`src/rtl/cpu_pkg.sv`:
```
// Shared execute-stage constants and the multiplier FSM state type.
// UMULH_EN widens the multiplier accumulator to the full 2*DATA_WIDTH product.
package cpu_pkg;

  localparam int unsigned DATA_WIDTH = 64;
  localparam int unsigned ADDR_WIDTH = 5;
  localparam logic [ADDR_WIDTH-1:0] ZERO_REG = ADDR_WIDTH'(31);

`ifdef UMULH_EN
  localparam int unsigned ACC_WIDTH = 2 * DATA_WIDTH;
`else
  localparam int unsigned ACC_WIDTH = DATA_WIDTH;
`endif

  localparam int unsigned COUNT_WIDTH = $clog2(DATA_WIDTH);

  typedef enum logic [1:0] {
    IDLE = 2'd0,
    RUN  = 2'd1,
    WB   = 2'd2
  } mul_state_t;

endpackage

```
`src/rtl/mul_step.sv`:
```
// One shift-add multiply iteration: conditional accumulate, then shift the
// multiplicand left and the multiplier right.
module mul_step
  import cpu_pkg::*;
#(
  parameter int unsigned AccWidth = ACC_WIDTH
) (
  input  logic [AccWidth-1:0]   acc_i,
  input  logic [AccWidth-1:0]   mcand_i,
  input  logic [DATA_WIDTH-1:0] mpr_i,
  output logic [AccWidth-1:0]   acc_o,
  output logic [AccWidth-1:0]   mcand_o,
  output logic [DATA_WIDTH-1:0] mpr_o
);

  always_comb begin
    acc_o   = mpr_i[0] ? (acc_i + mcand_i) : acc_i;
    mcand_o = mcand_i << 1;
    mpr_o   = mpr_i >> 1;
  end

endmodule

```
`src/rtl/mul_iter_unit.sv`:
```
// Iterative 64-bit shift-add multiplier feeding the register file write port.
// Build with UMULH_EN to allow selecting the high half of the product via hiSel.
module mul_iter_unit
  import cpu_pkg::*;
(
  input  logic                  clk,
  input  logic                  reset,
  input  logic                  start,
  input  logic [DATA_WIDTH-1:0] opA,
  input  logic [DATA_WIDTH-1:0] opB,
  input  logic [ADDR_WIDTH-1:0] dstAddr,
  input  logic                  hiSel,
  input  logic                  wrGrant,
  output logic                  ready,
  output logic                  write,
  output logic [ADDR_WIDTH-1:0] wrAddr,
  output logic [DATA_WIDTH-1:0] wrData,
  output logic                  done
);

  mul_state_t                   state_q, state_d;
  logic [COUNT_WIDTH-1:0]       count_q, count_d;
  logic [ACC_WIDTH-1:0]         acc_q, acc_d;
  logic [ACC_WIDTH-1:0]         mcand_q, mcand_d;
  logic [DATA_WIDTH-1:0]        mpr_q, mpr_d;
  logic [ADDR_WIDTH-1:0]        dst_q, dst_d;
  logic [ADDR_WIDTH-1:0]        wr_addr_q, wr_addr_d;
  logic [DATA_WIDTH-1:0]        wr_data_q, wr_data_d;
  logic                         done_q, done_d;
  logic                         hi_q, hi_d;

  logic [ACC_WIDTH-1:0]         acc_step;
  logic [ACC_WIDTH-1:0]         mcand_step;
  logic [DATA_WIDTH-1:0]        mpr_step;
  logic [DATA_WIDTH-1:0]        result;

  mul_step #(
    .AccWidth (ACC_WIDTH)
  ) u_mul_step (
    .acc_i   (acc_q),
    .mcand_i (mcand_q),
    .mpr_i   (mpr_q),
    .acc_o   (acc_step),
    .mcand_o (mcand_step),
    .mpr_o   (mpr_step)
  );

`ifdef UMULH_EN
  assign hi_d   = (state_q == IDLE && start) ? hiSel : hi_q;
  assign result = hi_q ? acc_step[ACC_WIDTH-1:DATA_WIDTH] : acc_step[DATA_WIDTH-1:0];
`else
  logic unused_hi_sel;
  assign unused_hi_sel = hiSel;
  assign hi_d          = 1'b0;
  assign result        = acc_step;
`endif

  always_comb begin
    state_d   = state_q;
    count_d   = count_q;
    acc_d     = acc_q;
    mcand_d   = mcand_q;
    mpr_d     = mpr_q;
    dst_d     = dst_q;
    wr_addr_d = wr_addr_q;
    wr_data_d = wr_data_q;
    done_d    = 1'b0;
    unique case (state_q)
      IDLE: begin
        if (start) begin
          state_d = RUN;
          count_d = '0;
          acc_d   = '0;
          mcand_d = ACC_WIDTH'(opA);
          mpr_d   = opB;
          dst_d   = dstAddr;
        end
      end
      RUN: begin
        acc_d   = acc_step;
        mcand_d = mcand_step;
        mpr_d   = mpr_step;
        count_d = count_q + 1'b1;
        // Fixed iteration count, no early exit, so latency never depends on data.
        if (count_q == COUNT_WIDTH'(DATA_WIDTH - 1)) begin
          if (dst_q == ZERO_REG) begin
            state_d = IDLE;
            done_d  = 1'b1;
          end else begin
            state_d   = WB;
            wr_addr_d = dst_q;
            wr_data_d = result;
          end
        end
      end
      WB: begin
        if (wrGrant) begin
          state_d = IDLE;
          done_d  = 1'b1;
        end
      end
      default: state_d = IDLE;
    endcase
  end

  always_ff @(posedge clk or posedge reset) begin
    if (reset) begin
      state_q   <= IDLE;
      count_q   <= '0;
      acc_q     <= '0;
      mcand_q   <= '0;
      mpr_q     <= '0;
      dst_q     <= '0;
      hi_q      <= 1'b0;
      wr_addr_q <= '0;
      wr_data_q <= '0;
      done_q    <= 1'b0;
    end else begin
      state_q   <= state_d;
      count_q   <= count_d;
      acc_q     <= acc_d;
      mcand_q   <= mcand_d;
      mpr_q     <= mpr_d;
      dst_q     <= dst_d;
      hi_q      <= hi_d;
      wr_addr_q <= wr_addr_d;
      wr_data_q <= wr_data_d;
      done_q    <= done_d;
    end
  end

  assign ready  = (state_q == IDLE);
  assign write  = (state_q == WB);
  assign wrAddr = wr_addr_q;
  assign wrData = wr_data_q;
  assign done   = done_q;

endmodule
```
`config.mk`:
```
export PLATFORM = sky130hd
export DESIGN_NAME = mul_iter_unit
export DESIGN_NICKNAME = d
export VERILOG_FILES = /design/src/rtl/cpu_pkg.sv /design/src/rtl/mul_step.sv /design/src/rtl/mul_iter_unit.sv
export SDC_FILE = /design/constraint.sdc
export NUM_CORES = 1
export LEC_CHECK = 0
export ABC_AREA = 0
export ABC_CLOCK_PERIOD_IN_PS = 9600
export CORE_ASPECT_RATIO = 1.5
export CORE_UTILIZATION = 45
export CTS_CLUSTER_DIAMETER = 30
export DETAILED_ROUTE_END_ITERATION = 6
export PLACE_DENSITY = 0.67
export SETUP_SLACK_MARGIN = 0.15
export SLEW_MARGIN = 20
export SYNTH_ARGS = -nofsm -noshare
export SYNTH_HDL_FRONTEND = slang
export SYNTH_SLANG_ARGS = --single-unit
```
`constraint.sdc`:
```
create_clock -name clk -period 9.6 [get_ports clk]
set_input_delay 0.96 -clock clk [delete_from_list [all_inputs] [get_ports clk]]
set_output_delay 0.96 -clock clk [all_outputs]
set_load 0.01 [all_outputs]
```
==> impl_metrics.ini, run 1 <==
[power]
comb_power_share_pct = 43.7
power_frac_clock_pct = 28.1
ir_drop_mv = 0.2045
power.internal_uw = 3961
total_power_uw = 6707
swShare_pct = 40.94
p_leak_uw = 0.008654
switching_power_uw = 2746
p_seq_share_pct = 28.2
p_per_area_nw_per_um2 = 338.2

[setup_path]
worstSetupStartpointType = flop
timing.rr.start = acc_q[7]
critPathKind = reg -> reg
startpoint = acc_q[7]
worstPathRequired_ps = 10100
cp.arrival_ps = 4220
endpoint_kind = flop
rr_worst_depth = 10
worst-path-max-fanout = 6

[worst_hold_path]
hold_path.startpoint = wrData[30]
min_path_cells = 2
hp-class = reg -> reg

[clocking]
cts_resized = 0
clk_latency_ps = 560
clk_pin_slew_worst_paths_ps = 50
cts_sinks = 275
cts_hold_buf = 0
cts_buffer_depth = 3
htreeDepth = 2
cts_tree = built
cts_root_buf = clkbuf_16
cts_setup_buffers = 0
cts_buffers = 54

[synth]
synth-seq-cells = 275
synth_nets = 1915
synth_ff_type = dfrtp_1
synth_edf_count = 0
async_flop_share_pct = 100.0
yosysWarnings = 0
syn_inst = 1709
synthesis.area_um2 = 15600
yosysSeqAreaShare_pct = 44.12
avgSynthCellArea_um2 = 9.127
synth_cell_type_count = 64

[floorplan]
fp.coreArea_um2 = 34170
num_rows = 83
ios = 210
start_util_pct = 45.65
dieHeight_um = 230.0
fp.dieArea_um2 = 35420
chipWidth_um = 154.0

[grt]
track_usage_pct = 24.71
grt_max_degree = 172
antenna_found_initial = 1
grt_first_pass_wirelength_mm = 69.98
grt_pass1_vias = 13460
grt.overflow.total = 0

[layout]
final_area_um2 = 19830
nNetsFinal = 2084
n_fill_cell = 2984
area.growth.synth_to_final_pct = 27.13
multiInputGateArea_um2 = 8288
drive_above_1_share_pct = 7.548
seq_area_um2 = 6885
layout.cells.non_filler = 2347

[sta]
period_minus_slack_ps = 3720
worst_pin_slew_ps = 1050
postLayoutSetupSlackWorst_ps = 5880
fmax_mhz = 268.8
fin_setup_tns_ps = 0
finalClockSkew_ps = 21.01
setup_violations = 0
drv_slew = 0
fin_crit_sh_pct = 38.75
slew_headroom_pct = 29.86
hold_viol = 0
rsz0062_at_grt = false

[route]
dr.pass1.iters = 5
totalWireLength_mm = 42.54
dr_total_vias = 13110
viasPerCell = 5.585
post-route-drc-count = 0
wire_per_inst_um = 18.12
drtIter0Drc = 727
postRouteAntennaNets = 0

[run_status]
outcome = completed

[placed_design]
hpwl_mm = 30.00
portBuffers = 208
place_ws_ps = 5874
placed_area_um2 = 17980
place_congestion = 0.9324
dp.cells = 2247

[run]
max_cap_violations = 0
==> cells by family (layout without fill, tap and decap cells) <==
logic type / after synthesis / after routing / share of synthesized area [%]
buffers and inverters: 128 / 340 / 3.104
adder cells (fa/ha/maj): 68 / 68 / 5.503
XOR/XNOR: 64 / 64 / 3.594
flip-flops: 275 / 275 / 44.12
AND/OR/NAND/NOR: 545 / 545 / 15.37
other: 0 / 1 / 0
multiplexers: 137 / 137 / 8.912
AO/OA/AOI/OAI: 492 / 492 / 19.40
==> area by class of cell <==
type / count / area share, %
antenna: 1 / 0.01262
clock buffer: 69 / 7.711
clock inverter: 30 / 1.622
inverter: 21 / 0.4354
multi-input combinational: 1306 / 41.80
sequential: 275 / 34.72
tap: 425 / 2.682
timing repair buffer: 220 / 11.02
==> sequential cells by signal (all words and copies together), names as in the netlist <==
| register | cells |
|---|---|
| acc_q | 64 |
| count_q | 6 |
| done | 1 |
| dst_q | 5 |
| mcand_q | 64 |
| mpr_q | 64 |
| state_q | 2 |
| wrAddr | 5 |
| wrData | 64 |
==> synthesized netlist by cell type, types with 4 or more instances <==
cell	count	share of area, %
o21bai_1	9	0.43
inv_1	21	0.51
mux2i_1	122	7.8
nand3_1	25	0.80
ha_1	67	5.4
a211o_1	7	0.39
nand2_1	263	6.3
o22ai_1	43	1.7
clkbuf_1	87	2.1
a21oi_1	87	2.8
nor2b_1	6	0.24
xnor2_1	39	2.2
nor3_1	19	0.61
dfrtp_1	275	44
mux2_2	15	1.1
o211ai_1	12	0.58
a31oi_1	14	0.56
o21a_1	7	0.34
nand2b_1	7	0.28
xor2_1	25	1.4
a21o_1	27	1.3
nand3b_1	17	0.82
nor3b_1	14	0.67
a21boi_0	4	0.19
a22o_1	32	1.8
or3_1	4	0.16
and2_1	8	0.32
nand4_1	24	0.96
nor2_1	142	3.4
buf_1	17	0.41
o21ai_0	207	6.6
==> critical path: stages (launching register included) <==
cell	delay, ps
dfrtp_1	400
ha_1	380
a21o_1	200
a31o_2	260
a221oi_1	690
a21oi_1	240
o211ai_1	240
o211ai_1	310
a211oi_1	490
mux2_2	390
nand2_1	60
==> cells in the final DEF (no fill, tap or decap), types with 32 or more instances in the layout <==
cell             instances
clkbuf_16               55
nand2_1                261
mux2i_1                122
dfrtp_1                274
nor2_1                 142
o21ai_0                206
a21oi_1                 87
clkdlybuf4s50_1        208
a22o_1                  32
ha_1                    66
xnor2_1                 39
o22ai_1                 43
==> power groups by stage <==
stage	logic (uW)	clock network (uW)	registers, uW
after CTS	2950	1910	1900
after detailed placement	2940	0	1910
after global placement	2870	0	1890
after global routing	3280	1980	1950
final	2930	1880	1890
after floorplan	2310	0	1760
==> path summary, 6_finish.rpt <==
check,endpoint,slack (ps)
worst max-delay path,wrData[48],5880
worst min register to register,wrData[30],480
min in group asynchronous,wrData[12],900
worst min-delay path,wrData[30],480
max in group asynchronous,mpr_q[0],7150
worst max register to register,wrData[48],5880
==> layer usage <==
layer | vias up | GRT usage (%) | part of all wire [%]
met3 | 103 | 5.371 | 5.6
met1 | 6213 | 27.67 | 39
li1 | 6454 | - | -
met2 | 337 | 45.01 | 52
met5 | - | 0 | 0
met4 | 0 | 10.03 | 3.8
==> metrics by stage <==
stage	util (%)	hold WS (ps)
after global routing	58.04	503.9
after detailed placement	52.61	468.1
after global placement	52.61	452.6
after CTS	58.03	480.3
after floorplan	-	447.0
final	58.04	475.4
(Power assumes the default switching activity.)
==> run 2: changes to the inputs <==
--- a/config.mk
+++ b/config.mk
@@ -6,7 +6,7 @@
 export NUM_CORES = 1
 export LEC_CHECK = 0
 export ABC_AREA = 0
-export ABC_CLOCK_PERIOD_IN_PS = 9600
+export ABC_CLOCK_PERIOD_IN_PS = 3900
 export CORE_ASPECT_RATIO = 1.5
 export CORE_UTILIZATION = 45
 export CTS_CLUSTER_DIAMETER = 30
==> constraint.sdc (replaced) <==
create_clock -name clk -period 3.9 [get_ports clk]
set_input_delay 0.39 -clock clk [delete_from_list [all_inputs] [get_ports clk]]
set_output_delay 0.39 -clock clk [all_outputs]
set_load 0.01 [all_outputs]
==> impl_metrics.ini, run 2 (synthesis gave the netlist of run 1 again) <==
[run]
max_cap_violations = 0

[grt]
track_usage_pct = 25.03
grt.overflow.total = 0
grt_pass1_vias = 13740
grt_max_degree = 77
antenna_found_initial = 1
grt_first_pass_wirelength_mm = 70.71

[route]
viasPerCell = 5.661
post-route-drc-count = 0
totalWireLength_mm = 43.74
postRouteAntennaNets = 0
dr.pass1.iters = 7
wire_per_inst_um = 18.51
dr_total_vias = 13380
drtIter0Drc = 649

[floorplan]
fp.coreArea_um2 = 34170
num_rows = 83
ios = 210
start_util_pct = 45.65
dieHeight_um = 230.0
fp.dieArea_um2 = 35420
chipWidth_um = 154.0

[setup_path]
endpoint_kind = flop
critPathKind = reg -> reg
timing.rr.start = acc_q[7]
worst-path-max-fanout = 8
worstSetupStartpointType = flop
cp.arrival_ps = 4000
worstPathRequired_ps = 4380
startpoint = acc_q[7]

[sta]
drv_slew = 0
setup_violations = 0
rsz0062_at_grt = false
hold_viol = 0
fmax_mhz = 283.4
period_minus_slack_ps = 3528
fin_crit_sh_pct = 90.46
finalClockSkew_ps = 20.15
slew_headroom_pct = 41.89
worst_pin_slew_ps = 868.4
postLayoutSetupSlackWorst_ps = 371.9

[run_status]
outcome = completed

[power]
p_per_area_nw_per_um2 = 825.6
p_leak_uw = 0.008701
total_power_uw = 16460
ir_drop_mv = 0.4610

[placed_design]
hpwl_mm = 31.33
place_ws_ps = 366.1
place_congestion = 0.9274
portBuffers = 208

[clocking]
cts_buffer_depth = 3
cts_root_buf = clkbuf_16
clk_pin_slew_worst_paths_ps = 50
clk_latency_ps = 580
cts_tree = built
cts_sinks = 275
cts_buffers = 54
htreeDepth = 2

[worst_hold_path]
hp-class = in -> async

[layout]
drive_above_1_share_pct = 8.058
layout_common_cells = dfrtp_1, nand2_1, clkdlybuf4s50_1, o21ai_0, nor2_1
nNetsFinal = 2098
layout_commonest_cell = dfrtp_1
area.growth.synth_to_final_pct = 27.84
==> run 2: power breakdown <==
part | leakage [uW] | total [uW] | switching, uW | internal, uW
sequential | 0.00352 | 4680 | 843 | 3830
clock | 0.000848 | 4390 | 1590 | 2800
combinational | 0.00433 | 7390 | 4460 | 2930
==> run 2: metal layers <==
layer  vias up  GRT usage, %  wire (um)
met5         -             0          0
met4         0         9.469       1278
met3        81         4.806       2196
met2       333         46.52      23340
met1      6481         27.92      16920
li1       6481             -          -
==> run 2: through the flow <==
stage	utilization (%)	hold WS [ps]	setup TNS [ps]	instance area (um^2)	cells
final	58.36	157.3	0	19940	2363
after CTS	58.27	373.6	0	19910	2360
after floorplan	-	447.0	-35030	15600	1709
after global routing	58.36	169.4	0	19940	2362
after detailed placement	53.11	456.6	0	18140	2260
after global placement	53.11	450.1	0	18140	2260
==> run 2: final timing paths <==
check	to	slack, ps	cells past startpoint
setup reg to reg	acc_q[52]	370	11
min in group clk	mpr_q[36]	400	3
hold reg to reg	wrData[2]	460	2
max in group asynchronous	state_q[0]	2860	4
setup / recovery	acc_q[52]	370	11
hold / removal	mcand_q[31]	160	2
==> run 2: worst max-delay path: stages (launching register included) <==
cell	delay, ps
dfrtp_1	390
ha_1	380
a21o_1	200
a31o_2	260
a221oi_1	550
buf_4	230
a211o_1	140
nand3_2	190
a41oi_4	450
o21ai_0	270
xnor2_1	190
o21ai_0	180
==> run 2: layout make-up <==
cell class                      count  area (um^2)
Antenna cell                        2        5.005
Sequential cell                   275         6885
Inverter                           21        82.58
Clock inverter                     30        291.5
Multi-Input combinational cell   1306         8295
Fill cell                        2977        14230
Tap cell                          425        531.8
Clock buffer                       70         1471
Timing Repair Buffer              234         2377
==> run 2: timing repair <==
| action | in CTS | in global routing |
|---|---|---|
| setup buffers | 0 | 0 |
| hold buffers | 0 | 0 |
| hold endpoints to repair | 0 | 0 |
| setup endpoints to repair | 0 | 1 |
| resized for setup | 0 | 1 |
